$ cat src/rtl/tpu_seq_ctrl.sv
// Global TPU sequencer: loops over tiles, chaining NUM_LOAD load stages, compute and an
// optional store stage, with a per-phase watchdog, abort and completion/error reporting.
module tpu_seq_ctrl #(
  parameter int NUM_LOAD    = 2,
  parameter int TILE_W      = 8,
  parameter int TIMEOUT_W   = 16,
  parameter int TIMEOUT_CYC = 4096
) (
  input  logic                clk,
  input  logic                rst_n,
  input  logic                start_i,
  input  logic [TILE_W-1:0]   num_tiles_i,
  input  logic                store_en_i,
  input  logic                abort_i,
  output logic [NUM_LOAD-1:0] load_start_o,
  input  logic [NUM_LOAD-1:0] load_done_i,
  output logic                compute_start_o,
  input  logic                compute_done_i,
  output logic                store_start_o,
  input  logic                store_done_i,
  output logic                busy_o,
  output logic                done_o,
  output logic                error_o,
  output logic [TILE_W-1:0]   tile_idx_o,
  output logic [2:0]          phase_o
);

  localparam int SW = (NUM_LOAD > 1) ? $clog2(NUM_LOAD) : 1;
  localparam logic [SW-1:0] LAST_STAGE = SW'(NUM_LOAD - 1);
  localparam logic [TIMEOUT_W-1:0] WD_LAST = TIMEOUT_W'(TIMEOUT_CYC - 1);

  typedef enum logic [2:0] {
    ST_IDLE    = 3'd0,
    ST_LOAD    = 3'd1,
    ST_COMPUTE = 3'd2,
    ST_STORE   = 3'd3,
    ST_FINISH  = 3'd4,
    ST_ERR     = 3'd5
  } state_e;

  state_e                state_q, state_d;
  logic [SW-1:0]         stage_q, stage_d;
  logic [TILE_W-1:0]     tile_q, tile_d;
  logic [TILE_W-1:0]     ntiles_q, ntiles_d;
  logic                  store_en_q, store_en_d;
  logic [TIMEOUT_W-1:0]  wd_q, wd_d;
  logic [NUM_LOAD-1:0]   ld_start_q, ld_start_d;
  logic                  cs_q, cs_d;
  logic                  ss_q, ss_d;
  logic                  busy_q, busy_d;
  logic                  done_q, done_d;
  logic                  err_q, err_d;
  logic                  tile_end;
  logic                  wd_hit;
  logic [TILE_W:0]       tile_nxt;

  assign wd_hit   = (TIMEOUT_CYC != 0) && (wd_q == WD_LAST);
  assign tile_nxt = {1'b0, tile_q} + (TILE_W+1)'(1);

  // Handshake: every *_start_o is a one-cycle pulse; the matching *_done_i pulse is
  // honoured only in the waiting state, never in the same cycle as its own start pulse.
  always_comb begin
    state_d    = state_q;
    stage_d    = stage_q;
    tile_d     = tile_q;
    ntiles_d   = ntiles_q;
    store_en_d = store_en_q;
    wd_d       = wd_q;
    err_d      = err_q;
    ld_start_d = '0;
    cs_d       = 1'b0;
    ss_d       = 1'b0;
    tile_end   = 1'b0;
    unique case (state_q)
      ST_IDLE: begin
        if (start_i) begin
          ntiles_d   = num_tiles_i;
          store_en_d = store_en_i;
          err_d      = 1'b0;
          tile_d     = '0;
          stage_d    = '0;
          wd_d       = '0;
          if (num_tiles_i == '0) begin
            state_d = ST_FINISH;
          end else begin
            state_d    = ST_LOAD;
            ld_start_d = NUM_LOAD'(1);
          end
        end
      end
      ST_LOAD, ST_COMPUTE, ST_STORE: begin
        wd_d = wd_q + TIMEOUT_W'(1);
        if (abort_i) begin
          state_d = ST_IDLE;
        end else if (wd_hit) begin
          state_d = ST_ERR;
          err_d   = 1'b1;
        end else if (state_q == ST_LOAD) begin
          if (load_done_i[stage_q] && !ld_start_q[stage_q]) begin
            wd_d = '0;
            if (stage_q == LAST_STAGE) begin
              state_d = ST_COMPUTE;
              cs_d    = 1'b1;
            end else begin
              stage_d    = stage_q + SW'(1);
              ld_start_d = NUM_LOAD'(1) << stage_d;
            end
          end
        end else if (state_q == ST_COMPUTE) begin
          if (compute_done_i && !cs_q) begin
            if (store_en_q) begin
              state_d = ST_STORE;
              ss_d    = 1'b1;
              wd_d    = '0;
            end else begin
              tile_end = 1'b1;
            end
          end
        end else begin
          if (store_done_i && !ss_q) tile_end = 1'b1;
        end
        if (tile_end) begin
          if (tile_nxt < {1'b0, ntiles_q}) begin
            tile_d     = tile_nxt[TILE_W-1:0];
            stage_d    = '0;
            state_d    = ST_LOAD;
            ld_start_d = NUM_LOAD'(1);
            wd_d       = '0;
          end else begin
            state_d = ST_FINISH;
          end
        end
      end
      default: state_d = ST_IDLE;
    endcase
    busy_d = (state_d == ST_LOAD) || (state_d == ST_COMPUTE) || (state_d == ST_STORE);
    done_d = (state_d == ST_FINISH);
  end

  always_ff @(posedge clk or negedge rst_n) begin
    if (!rst_n) begin
      state_q    <= ST_IDLE;
      stage_q    <= '0;
      tile_q     <= '0;
      ntiles_q   <= '0;
      store_en_q <= 1'b0;
      wd_q       <= '0;
      ld_start_q <= '0;
      cs_q       <= 1'b0;
      ss_q       <= 1'b0;
      busy_q     <= 1'b0;
      done_q     <= 1'b0;
      err_q      <= 1'b0;
    end else begin
      state_q    <= state_d;
      stage_q    <= stage_d;
      tile_q     <= tile_d;
      ntiles_q   <= ntiles_d;
      store_en_q <= store_en_d;
      wd_q       <= wd_d;
      ld_start_q <= ld_start_d;
      cs_q       <= cs_d;
      ss_q       <= ss_d;
      busy_q     <= busy_d;
      done_q     <= done_d;
      err_q      <= err_d;
    end
  end

  assign load_start_o    = ld_start_q;
  assign compute_start_o = cs_q;
  assign store_start_o   = ss_q;
  assign busy_o          = busy_q;
  assign done_o          = done_q;
  assign error_o         = err_q;
  assign tile_idx_o      = tile_q;
  assign phase_o         = state_q;

endmodule

$ cat config.mk
export PLATFORM = sky130hd
export DESIGN_NAME = tpu_seq_ctrl
export DESIGN_NICKNAME = d
export VERILOG_FILES = /design/src/rtl/tpu_seq_ctrl.sv
export SDC_FILE = /design/constraint.sdc
export NUM_CORES = 1
export LEC_CHECK = 0
export ABC_AREA = 1
export ABC_CLOCK_PERIOD_IN_PS = 3200
export CAP_MARGIN = 5
export CORE_MARGIN = 4
export CORE_UTILIZATION = 55
export DETAILED_ROUTE_END_ITERATION = 6
export PLACE_DENSITY = 0.78
export SLEW_MARGIN = 20
export SYNTH_ARGS = -nofsm -noshare
export SYNTH_HDL_FRONTEND = slang
export SYNTH_SLANG_ARGS = --single-unit
$ cat constraint.sdc
create_clock -name clk -period 3.2 [get_ports clk]
set_clock_uncertainty 0.1 [all_clocks]
set_input_delay 0.64 -clock clk [delete_from_list [all_inputs] [get_ports clk]]
set_output_delay 0.64 -clock clk [all_outputs]
set_load 0.02 [all_outputs]
==> flow_results.org <==
** Run status
- The flow ran to the end, and the final reports show no timing, DRC or antenna violations.

** Finish
- At the end of the flow the core is filled with cells to 68.8%.
- Finished Layout Cells :: 415
- Of the cells placed in the final design, the portion with a size suffix greater than 1 is 10.7%.
- The net count of the finished layout is 388.
- The repair_antennas step left the layout with diodes totalling 0.
- Relative to the synthesized area, the layout overhead comes to 18.9%.
- Multi-input gate area in the final layout :: 1270 um2
- Total of fill cells in the finished design :: 379
- Flip-flop and latch area :: 1100 um2

** Worst setup path
- Measured in cells, the most critical reg-to-reg path has a length of 16.
- In this run the critical register-to-register path is captured at wd_q[15].
- The worst setup path is captured at a register.
- Startpoint Class :: register
- Crit path buf inv count :: 1
- Worst Setup Path Type :: reg2reg
- In this run the critical register-to-register path is launched from tile_idx_o[0].
- Critical Path Start :: tile_idx_o[0]
- Walking the worst path, the cells encountered are ha_1, nand2_1, nor2_2, nand3_1, xor2_1, inv_1, ha_1, a21o_1, nand3_1, nand2_1, nor2_4, nand2_1, nor2_2, nor2_4, nand2_4, o21ai_0.
- Data on the critical path is required at its endpoint by 3.27 ns.
- Arrival time worst endpoint :: 2.94 ns
- Stage delay of the slowest cell on the critical path :: 0.46 ns
- Dominant cell type by count on the critical path :: sky130_fd_sc_hd__nand2_1
- On the critical path, the stage with the largest delay is an instance of sky130_fd_sc_hd__dfrtp_1.
- Of all nets on the critical path, the largest fanout is 15.
- The cell family contributing the most delay on the critical path is simple AND/OR/NAND/NOR gates.
- Reg2Reg Setup Slack :: 0.33 ns

** Pwr
- Net switching is 39.2% of the power.
- Sequential cells burn 41.1% of the power.
- The internal portion of the total power is 1.09 mW.
- Total leakage power :: 1.57 nW
- Combinational group share of total power :: 38.6%
- The clock network burns 20.3% of the power.
- The worst-case IR drop observed on VDD is 0.000350 V.
- Summed over all nets, the switching power comes to 0.701 mW.
- In this run the power density over the cells is 586 nW/um2.

** STA
- At the pin with the least slew margin, the transition time is 0.685 ns.
- The worst pin sits at a relative slew slack of 54.3%.
- The final-report max-slew violation count came to 0.
- The number of hold violations in the final report was 0.
- Setup repair after global routing missed its margin :: no
- After routing, the total negative slack on setup checks comes to 0 ns.
- Final setup margin :: 0.328 ns
- Based on the critical path, the design can be clocked at up to 348 MHz.
- Final worst path period share :: 89.8%
- Time the final worst path needs with I/O delays and setup :: 2.87 ns
- Final count of negative-setup-slack endpoints :: 0

** Drt
- Routed len/inst :: 12.0 um
- Using the TritonRoute via totals, the vias-per-cell ratio works out to 5.09.
- Routed Antenna Nets :: 0
- DRC violation total after the first TritonRoute iteration :: 144
- Via total after detailed routing :: 2111
- Drc violations :: 0
- Iteration count of the initial detailed-routing pass :: 4
- Total wire length after detailed routing :: 4970 um

** Job
- Max-capacitance violation count :: 0

** Floorplanning
- Core Box Area :: 4440 um2
- The floorplan has 24 rows.
- Die Y-Extent :: 76.4 um
- Die area :: 5840 um2
- Top-Level Pins :: 35
- Initial cell density of the core :: 57.9%
- Measured along the x axis, the die boundary spans 76.4 um.

** Synthesis
- Sequential cells were found to cover 42.8% of the synthesized design area.
- Counting every net in the synthesized netlist gives 348.
- The cell area that synthesis handed to floorplanning was 2570 um2.
- Avg Inst Size Synth :: 7.99 um2
- The netlist uses 30 different library cells.
- Syn. warnings :: 0
- Register bit count reported by yosys :: 44
- Synthesis produced 322 cells.

** Placed design
- At the end of routability-driven placement, the weighted congestion stood at 0.908.
- Placed Cells incl. Taps :: 407
- Worst Setup Slack post-DPL :: 0.334 ns
- Post-DP HPWL :: 3730 um
- Count of buffers from port buffering :: 34

** Clock network
- Counting the buffers created by CTS gives 5.
- The clock reaches the later pin of the worst-skew pair after 0.30 ns.
- The tree built by TritonCTS fans out to 44 sinks.
- Master cell of the clock root buffer :: sky130_fd_sc_hd__clkbuf_8
- Clock tree from TritonCTS :: yes
- Post-CTS setup buffer count :: 0
- The H-tree was split into 2 levels.
- Cts hold-fix bufs :: 0
- In this run the deepest clock path goes through 2 buffers.
- After clock tree synthesis, the repair step resized 0 gates.
- Clk slew on worst S/H paths :: 0.08 ns

** Global routing
- GRT Residual Overflow :: 0
- Wire length of the first global-routing pass :: 9030 um
- Global routing used 18.9% of the available tracks across all layers.
- Initial antenna violation count :: 0
- The via count of the first global-routing pass came to 1977.
- Maximum number of pins on one net before global-route repair :: 45

** Hold path
- The path class of the tightest hold or removal check is in2async.
final cells by class:
cell class / count / area share [%]
multi-input combinational: 229 / 41.6
clock inverter: 1 / 0.245
inverter: 46 / 5.65
timing repair buffer: 36 / 11.5
tap: 52 / 2.13
clock buffer: 7 / 2.82
sequential: 44 / 36.0
registers in the layout, summed over array words and instances (netlist names):
register	cells
store_start_o	1
phase_o	3
busy_o	1
load_start_o	2
wd_q	16
compute_start_o	1
tile_idx_o	8
ntiles_q	8
error_o	1
store_en_q	1
done_o	1
stage_q	1
worst reg2reg max path, cell delays in order, from the launching register on:
cell and delay, ns:
sky130_fd_sc_hd__dfrtp_1 0.46, sky130_fd_sc_hd__ha_1 0.22, sky130_fd_sc_hd__nand2_1 0.08, sky130_fd_sc_hd__nor2_2 0.17
sky130_fd_sc_hd__nand3_1 0.12, sky130_fd_sc_hd__xor2_1 0.16, sky130_fd_sc_hd__inv_1 0.08, sky130_fd_sc_hd__ha_1 0.29
sky130_fd_sc_hd__a21o_1 0.16, sky130_fd_sc_hd__nand3_1 0.07, sky130_fd_sc_hd__nand2_1 0.08, sky130_fd_sc_hd__nor2_4 0.14
sky130_fd_sc_hd__nand2_1 0.07, sky130_fd_sc_hd__nor2_2 0.18, sky130_fd_sc_hd__nor2_4 0.06, sky130_fd_sc_hd__nand2_4 0.19
sky130_fd_sc_hd__o21ai_0 0.13
cells in the final DEF, fill, tap and decap left out:
cell type / netlist / routed
sky130_fd_sc_hd__a21o_1: 2 / 2
sky130_fd_sc_hd__a21oi_1: 4 / 4
sky130_fd_sc_hd__buf_4: 0 / 3
sky130_fd_sc_hd__clkbuf_1: 1 / 1
sky130_fd_sc_hd__clkbuf_8: 0 / 6
sky130_fd_sc_hd__clkdlybuf4s50_1: 0 / 33
sky130_fd_sc_hd__clkinvlp_4: 0 / 1
sky130_fd_sc_hd__dfrtp_1: 44 / 44
sky130_fd_sc_hd__ha_1: 9 / 9
sky130_fd_sc_hd__inv_1: 45 / 45
sky130_fd_sc_hd__inv_2: 1 / 1
sky130_fd_sc_hd__nand2_1: 93 / 93
sky130_fd_sc_hd__nand2_2: 3 / 3
sky130_fd_sc_hd__nand2_4: 1 / 1
sky130_fd_sc_hd__nand3_1: 16 / 16
sky130_fd_sc_hd__nand3b_1: 2 / 2
sky130_fd_sc_hd__nand3b_4: 1 / 1
sky130_fd_sc_hd__nand4_1: 7 / 7
sky130_fd_sc_hd__nor2_1: 28 / 27
sky130_fd_sc_hd__nor2_2: 3 / 4
sky130_fd_sc_hd__nor2_4: 4 / 4
sky130_fd_sc_hd__nor3_1: 2 / 2
sky130_fd_sc_hd__nor3b_1: 1 / 1
sky130_fd_sc_hd__nor4_1: 1 / 1
sky130_fd_sc_hd__o21ai_0: 15 / 15
sky130_fd_sc_hd__o21ai_2: 11 / 11
sky130_fd_sc_hd__o21bai_2: 1 / 1
sky130_fd_sc_hd__or2_1: 2 / 2
sky130_fd_sc_hd__or2_2: 2 / 2
sky130_fd_sc_hd__or2_4: 1 / 1
sky130_fd_sc_hd__xnor2_1: 7 / 7
sky130_fd_sc_hd__xor2_1: 13 / 13
metal layers:
layer	part of all wire, %	vias up	track usage (%)
met2	43	47	28.2
met5	0	-	0
met3	4.6	7	3.90
li1	-	1082	-
met4	1.8	0	7.61
met1	50	975	26.7
synthesized netlist by cell type, drive strengths merged:
| library cell | instances | area [um2] |
|---|---|---|
| a21o | 2 | 15.0 |
| a21oi | 4 | 20.0 |
| clkbuf | 1 | 3.75 |
| nand4 | 7 | 43.8 |
| nor2 | 35 | 169 |
| xnor2 | 7 | 61.3 |
| dfrtp | 44 | 1100 |
| nor3b | 1 | 7.51 |
| xor2 | 13 | 114 |
| nand3b | 3 | 35.0 |
| nor3 | 2 | 10.0 |
| buf | 2 | 25.0 |
| inv | 46 | 173 |
| nand3 | 16 | 80.1 |
| nand2 | 97 | 379 |
| o21ai | 26 | 171 |
| or2 | 5 | 33.8 |
| nor4 | 1 | 6.26 |
| o21bai | 1 | 11.3 |
| ha | 9 | 113 |
power by group through the flow:
stage               combinational (mW)  sequential, mW  clock [mW]
floorplan                        0.460           0.776           0
global placement                 0.680           0.745           0
detailed placement               0.692           0.748           0
CTS                              0.696           0.737       0.374
global route                     0.788           0.750       0.403
finish                           0.692           0.736       0.363
logic make-up (layout without fill, tap and decap cells):
kind of cell	count (synthesis)	after routing	synth area share (%)
flip-flops	44	44	42.8
buffers and inverters	49	90	7.83
AND/OR/NAND/NOR	167	167	29.7
adder cells (fa/ha/maj)	9	9	4.38
XOR/XNOR	20	20	6.81
AO/OA/AOI/OAI	33	33	8.46
worst max path at each step:
stage                     to  slack, ns  cells past startpoint
2_1_floorplan       wd_q[11]       0.54                     17
3_3_place_gp        wd_q[15]       0.41                     16
3_5_place_dp        wd_q[15]       0.33                     16
4_1_cts             wd_q[15]       0.31                     16
5_1_grt        tile_idx_o[7]       0.03                     15
6_report            wd_q[15]       0.33                     16
through the flow:
| step | area [um2] | total power [mW] | hold slack (ns) |
|---|---|---|---|
| finish | 3060 | 1.79 | 0.215 |
| global route | 3060 | 1.94 | 0.259 |
| CTS | 3050 | 1.81 | 0.363 |
| detailed placement | 2960 | 1.44 | 0.351 |
| global placement | 2960 | 1.42 | 0.345 |
| floorplan | 2570 | 1.24 | 0.244 |
Power figures use the tool's default switching activity.
